===== config.mk =====
export PLATFORM = sky130hd
export DESIGN_NAME = alu_arbiter
export DESIGN_NICKNAME = d
export VERILOG_FILES = /design/src/rtl/alu_arbiter.sv
export SDC_FILE = /design/constraint.sdc
export NUM_CORES = 1
export LEC_CHECK = 0
export ABC_AREA = 1
export CELL_PAD_IN_SITES_DETAIL_PLACEMENT = 0
export CELL_PAD_IN_SITES_GLOBAL_PLACEMENT = 1
export CORE_ASPECT_RATIO = 0.5
export CORE_MARGIN = 2
export CORE_UTILIZATION = 28
export CTS_CLUSTER_DIAMETER = 60
export DETAILED_ROUTE_END_ITERATION = 8
export PLACE_DENSITY = 0.82
export RECOVER_POWER = 25
export SKIP_LAST_GASP = 1
export SLEW_MARGIN = 30
export SYNTH_ARGS = -nofsm -noshare
export SYNTH_HDL_FRONTEND = slang
export SYNTH_SLANG_ARGS = --single-unit

===== constraint.sdc =====
create_clock -name clk -period 5 [get_ports clk]
set_input_delay 1 -clock clk [delete_from_list [all_inputs] [get_ports clk]]
set_output_delay 1 -clock clk [all_outputs]
set_load 0.03 [all_outputs]

===== src/rtl/alu_arbiter.sv =====
// Round-robin arbiter sharing one registered ALU between two requesters.
// Each op runs issue -> wait -> respond; funct 0 bypasses the ALU and returns an error response.
module alu_arbiter #(
    parameter int unsigned ALU_LATENCY = 1,
    parameter int unsigned CNT_W       = 16
) (
    input  logic             clk,
    input  logic             rst_n,
    input  logic             req0_valid,
    output logic             req0_ready,
    input  logic [31:0]      req0_src1,
    input  logic [31:0]      req0_src2,
    input  logic [5:0]       req0_funct,
    input  logic             req1_valid,
    output logic             req1_ready,
    input  logic [31:0]      req1_src1,
    input  logic [31:0]      req1_src2,
    input  logic [5:0]       req1_funct,
    output logic             rsp0_valid,
    input  logic             rsp0_ready,
    output logic             rsp1_valid,
    input  logic             rsp1_ready,
    output logic [31:0]      rsp_result,
    output logic             rsp_carry,
    output logic             rsp_err,
    output logic [31:0]      alu_src1,
    output logic [31:0]      alu_src2,
    output logic [5:0]       alu_funct,
    input  logic [31:0]      alu_result,
    input  logic             alu_carry,
    output logic             busy,
    output logic [CNT_W-1:0] op_count
);

    typedef enum logic [1:0] {IDLE, ISSUE, WAIT, RESP} state_t;

    localparam logic [3:0] WAIT_LOAD = 4'(ALU_LATENCY - 1);

    state_t           state_q, state_d;
    logic             last_grant_q, last_grant_d;
    logic             grant_q, grant_d;
    logic [3:0]       wait_cnt_q, wait_cnt_d;
    logic             rsp0_valid_q, rsp0_valid_d;
    logic             rsp1_valid_q, rsp1_valid_d;
    logic [31:0]      rsp_result_q, rsp_result_d;
    logic             rsp_carry_q, rsp_carry_d;
    logic             rsp_err_q, rsp_err_d;
    logic [31:0]      alu_src1_q, alu_src1_d;
    logic [31:0]      alu_src2_q, alu_src2_d;
    logic [5:0]       alu_funct_q, alu_funct_d;
    logic [CNT_W-1:0] op_count_q, op_count_d;

    logic             gnt_any;
    logic             gnt_id;
    logic [5:0]       sel_funct;
    logic             rsp_hs;

    // Tie goes to whichever requester was not served last.
    always_comb begin
        gnt_any = req0_valid | req1_valid;
        if (req0_valid && req1_valid) begin
            gnt_id = ~last_grant_q;
        end else begin
            gnt_id = req1_valid;
        end
        sel_funct  = gnt_id ? req1_funct : req0_funct;
        req0_ready = (state_q == IDLE) && gnt_any && !gnt_id;
        req1_ready = (state_q == IDLE) && gnt_any && gnt_id;
        rsp_hs     = (rsp0_valid_q && rsp0_ready) || (rsp1_valid_q && rsp1_ready);
    end

    always_comb begin
        state_d      = state_q;
        last_grant_d = last_grant_q;
        grant_d      = grant_q;
        wait_cnt_d   = wait_cnt_q;
        rsp0_valid_d = rsp0_valid_q;
        rsp1_valid_d = rsp1_valid_q;
        rsp_result_d = rsp_result_q;
        rsp_carry_d  = rsp_carry_q;
        rsp_err_d    = rsp_err_q;
        alu_src1_d   = alu_src1_q;
        alu_src2_d   = alu_src2_q;
        alu_funct_d  = alu_funct_q;
        op_count_d   = op_count_q;

        case (state_q)
            IDLE: begin
                if (gnt_any) begin
                    grant_d      = gnt_id;
                    last_grant_d = gnt_id;
                    alu_src1_d   = gnt_id ? req1_src1 : req0_src1;
                    alu_src2_d   = gnt_id ? req1_src2 : req0_src2;
                    alu_funct_d  = sel_funct;
                    if (sel_funct != 6'b000000) begin
                        state_d = ISSUE;
                    end else begin
                        state_d      = RESP;
                        rsp_err_d    = 1'b1;
                        rsp_result_d = '0;
                        rsp_carry_d  = 1'b0;
                        rsp0_valid_d = !gnt_id;
                        rsp1_valid_d = gnt_id;
                    end
                end
            end
            ISSUE: begin
                alu_funct_d = '0;
                wait_cnt_d  = WAIT_LOAD;
                state_d     = WAIT;
            end
            WAIT: begin
                if (wait_cnt_q == '0) begin
                    rsp_result_d = alu_result;
                    rsp_carry_d  = alu_carry;
                    rsp_err_d    = 1'b0;
                    rsp0_valid_d = !grant_q;
                    rsp1_valid_d = grant_q;
                    state_d      = RESP;
                end else begin
                    wait_cnt_d = wait_cnt_q - 4'd1;
                end
            end
            RESP: begin
                if (rsp_hs) begin
                    rsp0_valid_d = 1'b0;
                    rsp1_valid_d = 1'b0;
                    op_count_d   = op_count_q + CNT_W'(1);
                    state_d      = IDLE;
                end
            end
            default: state_d = IDLE;
        endcase
    end

    always_ff @(posedge clk) begin
        if (!rst_n) begin
            state_q      <= IDLE;
            last_grant_q <= 1'b1;
            grant_q      <= 1'b0;
            wait_cnt_q   <= '0;
            rsp0_valid_q <= 1'b0;
            rsp1_valid_q <= 1'b0;
            rsp_result_q <= '0;
            rsp_carry_q  <= 1'b0;
            rsp_err_q    <= 1'b0;
            alu_src1_q   <= '0;
            alu_src2_q   <= '0;
            alu_funct_q  <= '0;
            op_count_q   <= '0;
        end else begin
            state_q      <= state_d;
            last_grant_q <= last_grant_d;
            grant_q      <= grant_d;
            wait_cnt_q   <= wait_cnt_d;
            rsp0_valid_q <= rsp0_valid_d;
            rsp1_valid_q <= rsp1_valid_d;
            rsp_result_q <= rsp_result_d;
            rsp_carry_q  <= rsp_carry_d;
            rsp_err_q    <= rsp_err_d;
            alu_src1_q   <= alu_src1_d;
            alu_src2_q   <= alu_src2_d;
            alu_funct_q  <= alu_funct_d;
            op_count_q   <= op_count_d;
        end
    end

    assign rsp0_valid = rsp0_valid_q;
    assign rsp1_valid = rsp1_valid_q;
    assign rsp_result = rsp_result_q;
    assign rsp_carry  = rsp_carry_q;
    assign rsp_err    = rsp_err_q;
    assign alu_src1   = alu_src1_q;
    assign alu_src2   = alu_src2_q;
    assign alu_funct  = alu_funct_q;
    assign busy       = (state_q != IDLE);
    assign op_count   = op_count_q;

endmodule


==> impl_metrics.csv, run 1 <==
group,metric,value,unit
outcome,violations,"capacitance limit, slew limit",
synth,ys_types,28,
drt,wl,20180,microns
placement,io_buffers,303,
sta,setup_ws,1194,ps
floorplan,die_y,106.5,microns
cts,clkSlewWorstSetupHoldPaths,50,ps
layout,drive_above_1_share,4.533,%
sta,final-hold-violation-count,0,
synth,yosysTopAreaCell,"dfxtp_1",
synth,yosys_register_bits,130,
setup_path,path_class,"input pin to primary output",
cts,clk-insertion-delay-late,420,ps
sta,fin_crit_sh,76.12,%
sta,setup_viol,0,
setup_path,worst_setup_path_start_kind,"input pin",
sta,rsz0062_at_grt,"no",
cts,clock-sinks,130,
setup_path,end_kind,"primary output",
synth,async_flop_share,0,%
power,power_density,595.9,nW/um^2
synth,yosys_warnings,0,
synth,syn_avg_cell_area,6.998,sq um
placement,post-place-ws,1198,ps
drt,drc,0,
synth,yosys-top-cells-area,"dfxtp_1 44%, nand2_1 21%, a31oi_1 7.0%, a21oi_1 5.1%, nand3_1 4.6%",
placement,dpl_cell_area,9002,sq um
cts,cts_tree,"yes",
synth,synth_edf_count,0,
setup_path,cp_max_fo,8,
drt,drtIter0Drc,429,
cts,numCtsBuffers,17,
synth,yosysTopAreaCellShare,44.27,%
drt,viasPerCell,4.598,
cts,post-cts-setup-buffers,0,
synth,ys_seq_area_share,44.27,%
placement,hpwl,14200,microns
cts,ctsLongestPathBuffers,2,
cts,cts_root_buffer,"clkbuf_16",
global_route,grt_usage,17.52,%
drt,postRouteAntennaNets,0,
run,maxCapViolations,1,
floorplan,die_area,22240,sq um
sta,fin_setup_tns,0,ps
placement,gp_congestion,0.8676,
floorplan,ios,304,
cts,h-tree-depth,4,
drt,first_pass_iters,4,
worst_hold_path,hp-class,"register to register",
global_route,grt_max_degree,73,
sta,min_period,3806,ps
global_route,grt_overflow,0,
cts,cts_hold_buf,0,
sta,tightest_slew,1713,ps
floorplan,initial_core_util,28.60,%
sta,fmax,262.8,MHz
drt,routedWlPerCell,14.43,microns
synth,synthCells,840,
sta,finClkSkew,11.22,ps
synth,synthesis.area,5878,sq um
floorplan,fp-row-count,37,
drt,vias,6433,
setup_path,critPathRequiredTime,4000,ps
sta,drv_slew,41,
cts,post_cts_resized,0,
sta,maxSlewHeadroom,-14.17,%
setup_path,worstPathArrival,2810,ps
power,leakage,3.701,nW
power,vdd_drop_max,0.3083,mV
global_route,antenna_found_initial,1,
power,finalPower,5.743,mW
layout,layout.nets,1300,
global_route,grt_pass1_wl,31260,microns
global_route,grt_pass1_vias,6099,
layout,syn2layout_area_growth,63.96,%
outcome,status,"finished with violations",
synth,synth_fp_nets,1027,
floorplan,coreArea,20550,sq um
synth,yosys_most_used_dff,"dfxtp_1",
floorplan,fp.dieW,208.9,microns
layout,fin_area,9638,sq um
-- through the flow --
stage,hold WS (ps),instances,utilization (%)
4_1_cts,463.1,1398,46.92
6_report,458.2,1399,46.89
5_1_grt,483.7,1399,46.89
2_1_floorplan,422.4,840,-
3_3_place_gp,439.1,1367,43.80
3_5_place_dp,453.9,1367,43.80
-- synthesized netlist by cell type (6+ instances only) --
| cell type | n |
|---|---|
| nand3_1 | 54 |
| a31oi_1 | 66 |
| buf_4 | 9 |
| nor2_1 | 58 |
| nor3_1 | 6 |
| a21oi_1 | 60 |
| buf_1 | 6 |
| buf_6 | 7 |
| inv_1 | 31 |
| o21ai_0 | 11 |
| buf_2 | 13 |
| nand2_1 | 331 |
| clkbuf_1 | 21 |
| ha_1 | 8 |
| dfxtp_1 | 130 |
-- critical path: stages --
cell             delay, ps
clkdlybuf4s50_1        660
inv_1                  140
a21oi_2                170
nand2_1                 80
inv_2                   60
clkdlybuf4s50_1        690
-- path summary, 6_finish.rpt --
path                                                 start                           to  slack [ps]  depth (start not counted)
worst max-delay path                            req1_valid                   req0_ready        1190                          6
worst min-delay path            wait_cnt_q[3]$_SDFFE_PN0P_   wait_cnt_q[3]$_SDFFE_PN0P_         460                          2
worst max register to register     state_q[0]$_SDFFE_PN0P_  rsp_result[29]$_SDFFE_PN0P_        1630                          9
worst min register to register  wait_cnt_q[3]$_SDFFE_PN0P_   wait_cnt_q[3]$_SDFFE_PN0P_         460                          2
-- flip-flops by register name, summed over array words and instances, names as in the netlist, 2 cells and up --
| signal | flops |
|---|---|
| wait_cnt_q | 4 |
| alu_src2 | 32 |
| rsp_result | 32 |
| op_count | 16 |
| state_q | 2 |
| alu_src1 | 32 |
| alu_funct | 6 |
-- area by class of cell --
type	count	area [sq um]
sequential	130	2603
multi-input combinational	620	2845
antenna	1	2.502
clock inverter	10	181.4
fill	2047	10920
clock buffer	21	460.4
inverter	34	127.6
tap	273	341.6
timing repair buffer	310	3077
-- cell families (layout without fill, tap and decap cells) --
group           after synthesis  count (layout)  share of synthesized area (%)
compound gates              141             141                          13.62
xor+xnor                      5               5                         0.7450
fa+ha+maj                     8               8                          1.703
buf+inv                      90             375                          7.493
flops                       130             130                          44.27
other cells                   0               1                              0
simple gates                466             466                          32.16
-- power breakdown --
| part | switching (mW) | internal, mW |
|---|---|---|
| combinational | 1.82 | 1.03 |
| clock | 0.468 | 0.907 |
| sequential | 0.162 | 1.36 |
-- layer usage --
layer / vias up / global-route usage [%] / wire, microns
met2: 165 / 31.33 / 10070
li1: 3287 / - / -
met5: - / 0 / 0
met1: 2948 / 20.31 / 8657
met3: 33 / 4.343 / 972
met4: 0 / 6.684 / 480
-- cell usage in the layout (no fill, tap or decap), types with 2 or more instances in the layout --
cell,instances
nand2_1,331
clkdlybuf4s50_1,251
dfxtp_1,130
a31oi_1,66
a21oi_1,60
nor2_1,57
nand3_1,54
dlygate4sd3_1,51
inv_1,31
clkbuf_16,17
o21ai_0,11
ha_1,8
nor3_1,7
buf_4,6
xor2_1,5
nand4_1,5
bufinv_16,5
inv_2,3
nor2_2,3
clkinv_2,3
clkbuf_1,3
nand2_4,2
nand3_2,2
o21a_1,2
clkbuf_8,2
Power figures use the tool's default switching activity.
==> run 2: changes to the inputs <==
--- a/config.mk
+++ b/config.mk
@@ -10,10 +10,10 @@
 export CELL_PAD_IN_SITES_GLOBAL_PLACEMENT = 1
 export CORE_ASPECT_RATIO = 0.5
 export CORE_MARGIN = 2
-export CORE_UTILIZATION = 28
+export CORE_UTILIZATION = 24
 export CTS_CLUSTER_DIAMETER = 60
 export DETAILED_ROUTE_END_ITERATION = 8
-export PLACE_DENSITY = 0.82
+export PLACE_DENSITY = 0.74
 export RECOVER_POWER = 25
 export SKIP_LAST_GASP = 1
 export SLEW_MARGIN = 30
==> constraint.sdc (replaced) <==
create_clock -name clk -period 3.2 [get_ports clk]
set_input_delay 0.64 -clock clk [delete_from_list [all_inputs] [get_ports clk]]
set_output_delay 0.64 -clock clk [all_outputs]
set_load 0.03 [all_outputs]
==> impl_metrics.csv, run 2 (same netlist as run 1, synthesis figures left out) <==
group,metric,value,unit
outcome,status,"finished, final reports clean",
cts,clock-sinks,130,
cts,cts_hold_buf,0,
worst_hold_path,hp-class,"register to register",
drt,drtIter0Drc,371,
placement,hpwl,15410,microns
global_route,grt_pass1_vias,6453,
sta,fin_setup_tns,0,ps
setup_path,max_stage_delay,730,ps
cts,post_cts_resized,0,
setup_path,end_kind,"primary output",
layout,final_cells,1440,
cts,post-cts-setup-buffers,0,
global_route,grt_usage,16.37,%
setup_path,worst_setup_path_start_kind,"register",
global_route,grt_overflow,0,
global_route,antenna_found_initial,1,
setup_path,rr_endpoint,"rsp_result[29]$_SDFFE_PN0P_",
placement,gp_congestion,0.7990,
setup_path,r2r_cells,9,
floorplan,fp-row-count,40,
global_route,grt_pass1_wl,33230,microns
setup_path,worst-path-buf-inv,3,
setup_path,crit_chain,"inv_1, ha_1, inv_2, clkdlybuf4s50_1",
drt,routedWlPerCell,14.87,microns
cts,numCtsBuffers,17,
cts,h-tree-depth,4,
setup_path,r2r_slack,1040,ps
floorplan,ios,304,
layout,fin_area,9630,sq um
layout,layout_commonest_cell,"nand2_1",
setup_path,critPathRequiredTime,2560,ps
cts,ctsLongestPathBuffers,2,
power,leakage,3.653,nW
sta,final-hold-violation-count,0,
placement,post-place-ws,508.8,ps
setup_path,path_class,"register to primary output",
placement,dp_cells,1412,
sta,setup_viol,0,
sta,hold_ws,463.2,ps
drt,postRouteAntennaNets,0,
setup_path,path_delay_family,"buffers and inverters",
drt,first_pass_iters,5,
sta,min_period,2742,ps
sta,rsz0062_at_grt,"no",
cts,clkSlewWorstSetupHoldPaths,60,ps
floorplan,die_area,25840,sq um
setup_path,slowest_stage,"clkdlybuf4s50_1",
cts,cts_root_buffer,"clkbuf_16",
sta,setup_ws,458.4,ps
power,power_density,910.6,nW/um^2
floorplan,initial_core_util,24.47,%
floorplan,die_y,114.7,microns
cts,cts_tree,"yes",
floorplan,coreArea,24020,sq um
setup_path,worstPathArrival,2100,ps
setup_path,cp_max_fo,4,
setup_path,startpoint,"state_q[0]$_SDFFE_PN0P_",
drt,wl,21410,microns
sta,maxSlewHeadroom,48.89,%
layout,layout_common_cells,"332 x nand2_1, 257 x clkdlybuf4s50_1, 130 x dfxtp_1",
cts,clk-insertion-delay-late,420,ps
sta,finClkSkew,4.823,ps
sta,tightest_slew,760.8,ps
power,vdd_drop_max,0.4155,mV
drt,drc,0,
sta,drv_slew,0,
run,maxCapViolations,0,
drt,viasPerCell,4.549,
sta,fin_crit_sh,85.67,%
setup_path,timing.rr.start,"state_q[0]$_SDFFE_PN0P_",
sta,fmax,364.8,MHz
setup_path,endpoint,"busy",
floorplan,fp.dieW,225.3,microns
power,finalPower,8.770,mW
layout,syn2layout_area_growth,63.84,%
layout,layout.nets,1303,
layout,fin_util,40.09,%
drt,vias,6551,
placement,io_buffers,303,
setup_path,cp.depth,4,
layout,drive_above_1_share,4.804,%
placement,dpl_cell_area,9110,sq um
global_route,grt_max_degree,79,
==> run 2: cell count changes in the layout (fill, tap and decap cells not counted), sizes merged <==
cell           change
buf                +6
bufinv             -4
clkbuf             -1
clkdlybuf4s50      +6
clkinv             -1
clkinvlp           +1
dlygate4sd3        -8
==> run 2: cell type report <==
type	count	area [sq um]
inverter	34	127.6
multi-input combinational	620	2838
clock inverter	6	60.06
tap	315	394.1
timing repair buffer	313	3136
clock buffer	21	470.5
fill	2495	14390
antenna	1	2.502
sequential	130	2603
==> run 2: worst min-delay path: stages (launching register included) <==
cell	delay (ps)
dfxtp_1	310
nand2_1	60
a21oi_1	50
==> run 2: worst min path at each step <==
stage,from,to,depth (start not counted),slack (ps)
global route,wait_cnt_q[3]$_SDFFE_PN0P_,wait_cnt_q[3]$_SDFFE_PN0P_,2,480
finish,wait_cnt_q[3]$_SDFFE_PN0P_,wait_cnt_q[3]$_SDFFE_PN0P_,2,460
CTS,wait_cnt_q[0]$_SDFFE_PN0P_,wait_cnt_q[0]$_SDFFE_PN0P_,1,470
floorplan,wait_cnt_q[0]$_SDFFE_PN0P_,wait_cnt_q[0]$_SDFFE_PN0P_,1,420
global placement,wait_cnt_q[0]$_SDFFE_PN0P_,wait_cnt_q[0]$_SDFFE_PN0P_,1,440
detailed placement,wait_cnt_q[0]$_SDFFE_PN0P_,wait_cnt_q[0]$_SDFFE_PN0P_,1,460
==> run 2: layer usage <==
metal	vias to the layer above	part of all wire, %	track usage (%)
met5	-	0	0
met4	0	2.2	6.446
met3	30	4.4	4.029
met2	147	51	29.94
met1	3081	42	18.45
li1	3293	-	-
==> run 2: power by group <==
part / internal, mW / switching (mW) / total, mW / leakage [nW]
clock network: 1.10 / 0.712 / 1.81 / 0.258
logic: 1.69 / 2.87 / 4.56 / 2.33
registers: 2.12 / 0.274 / 2.40 / 1.07
total: 4.92 / 3.85 / 8.77 / 3.65
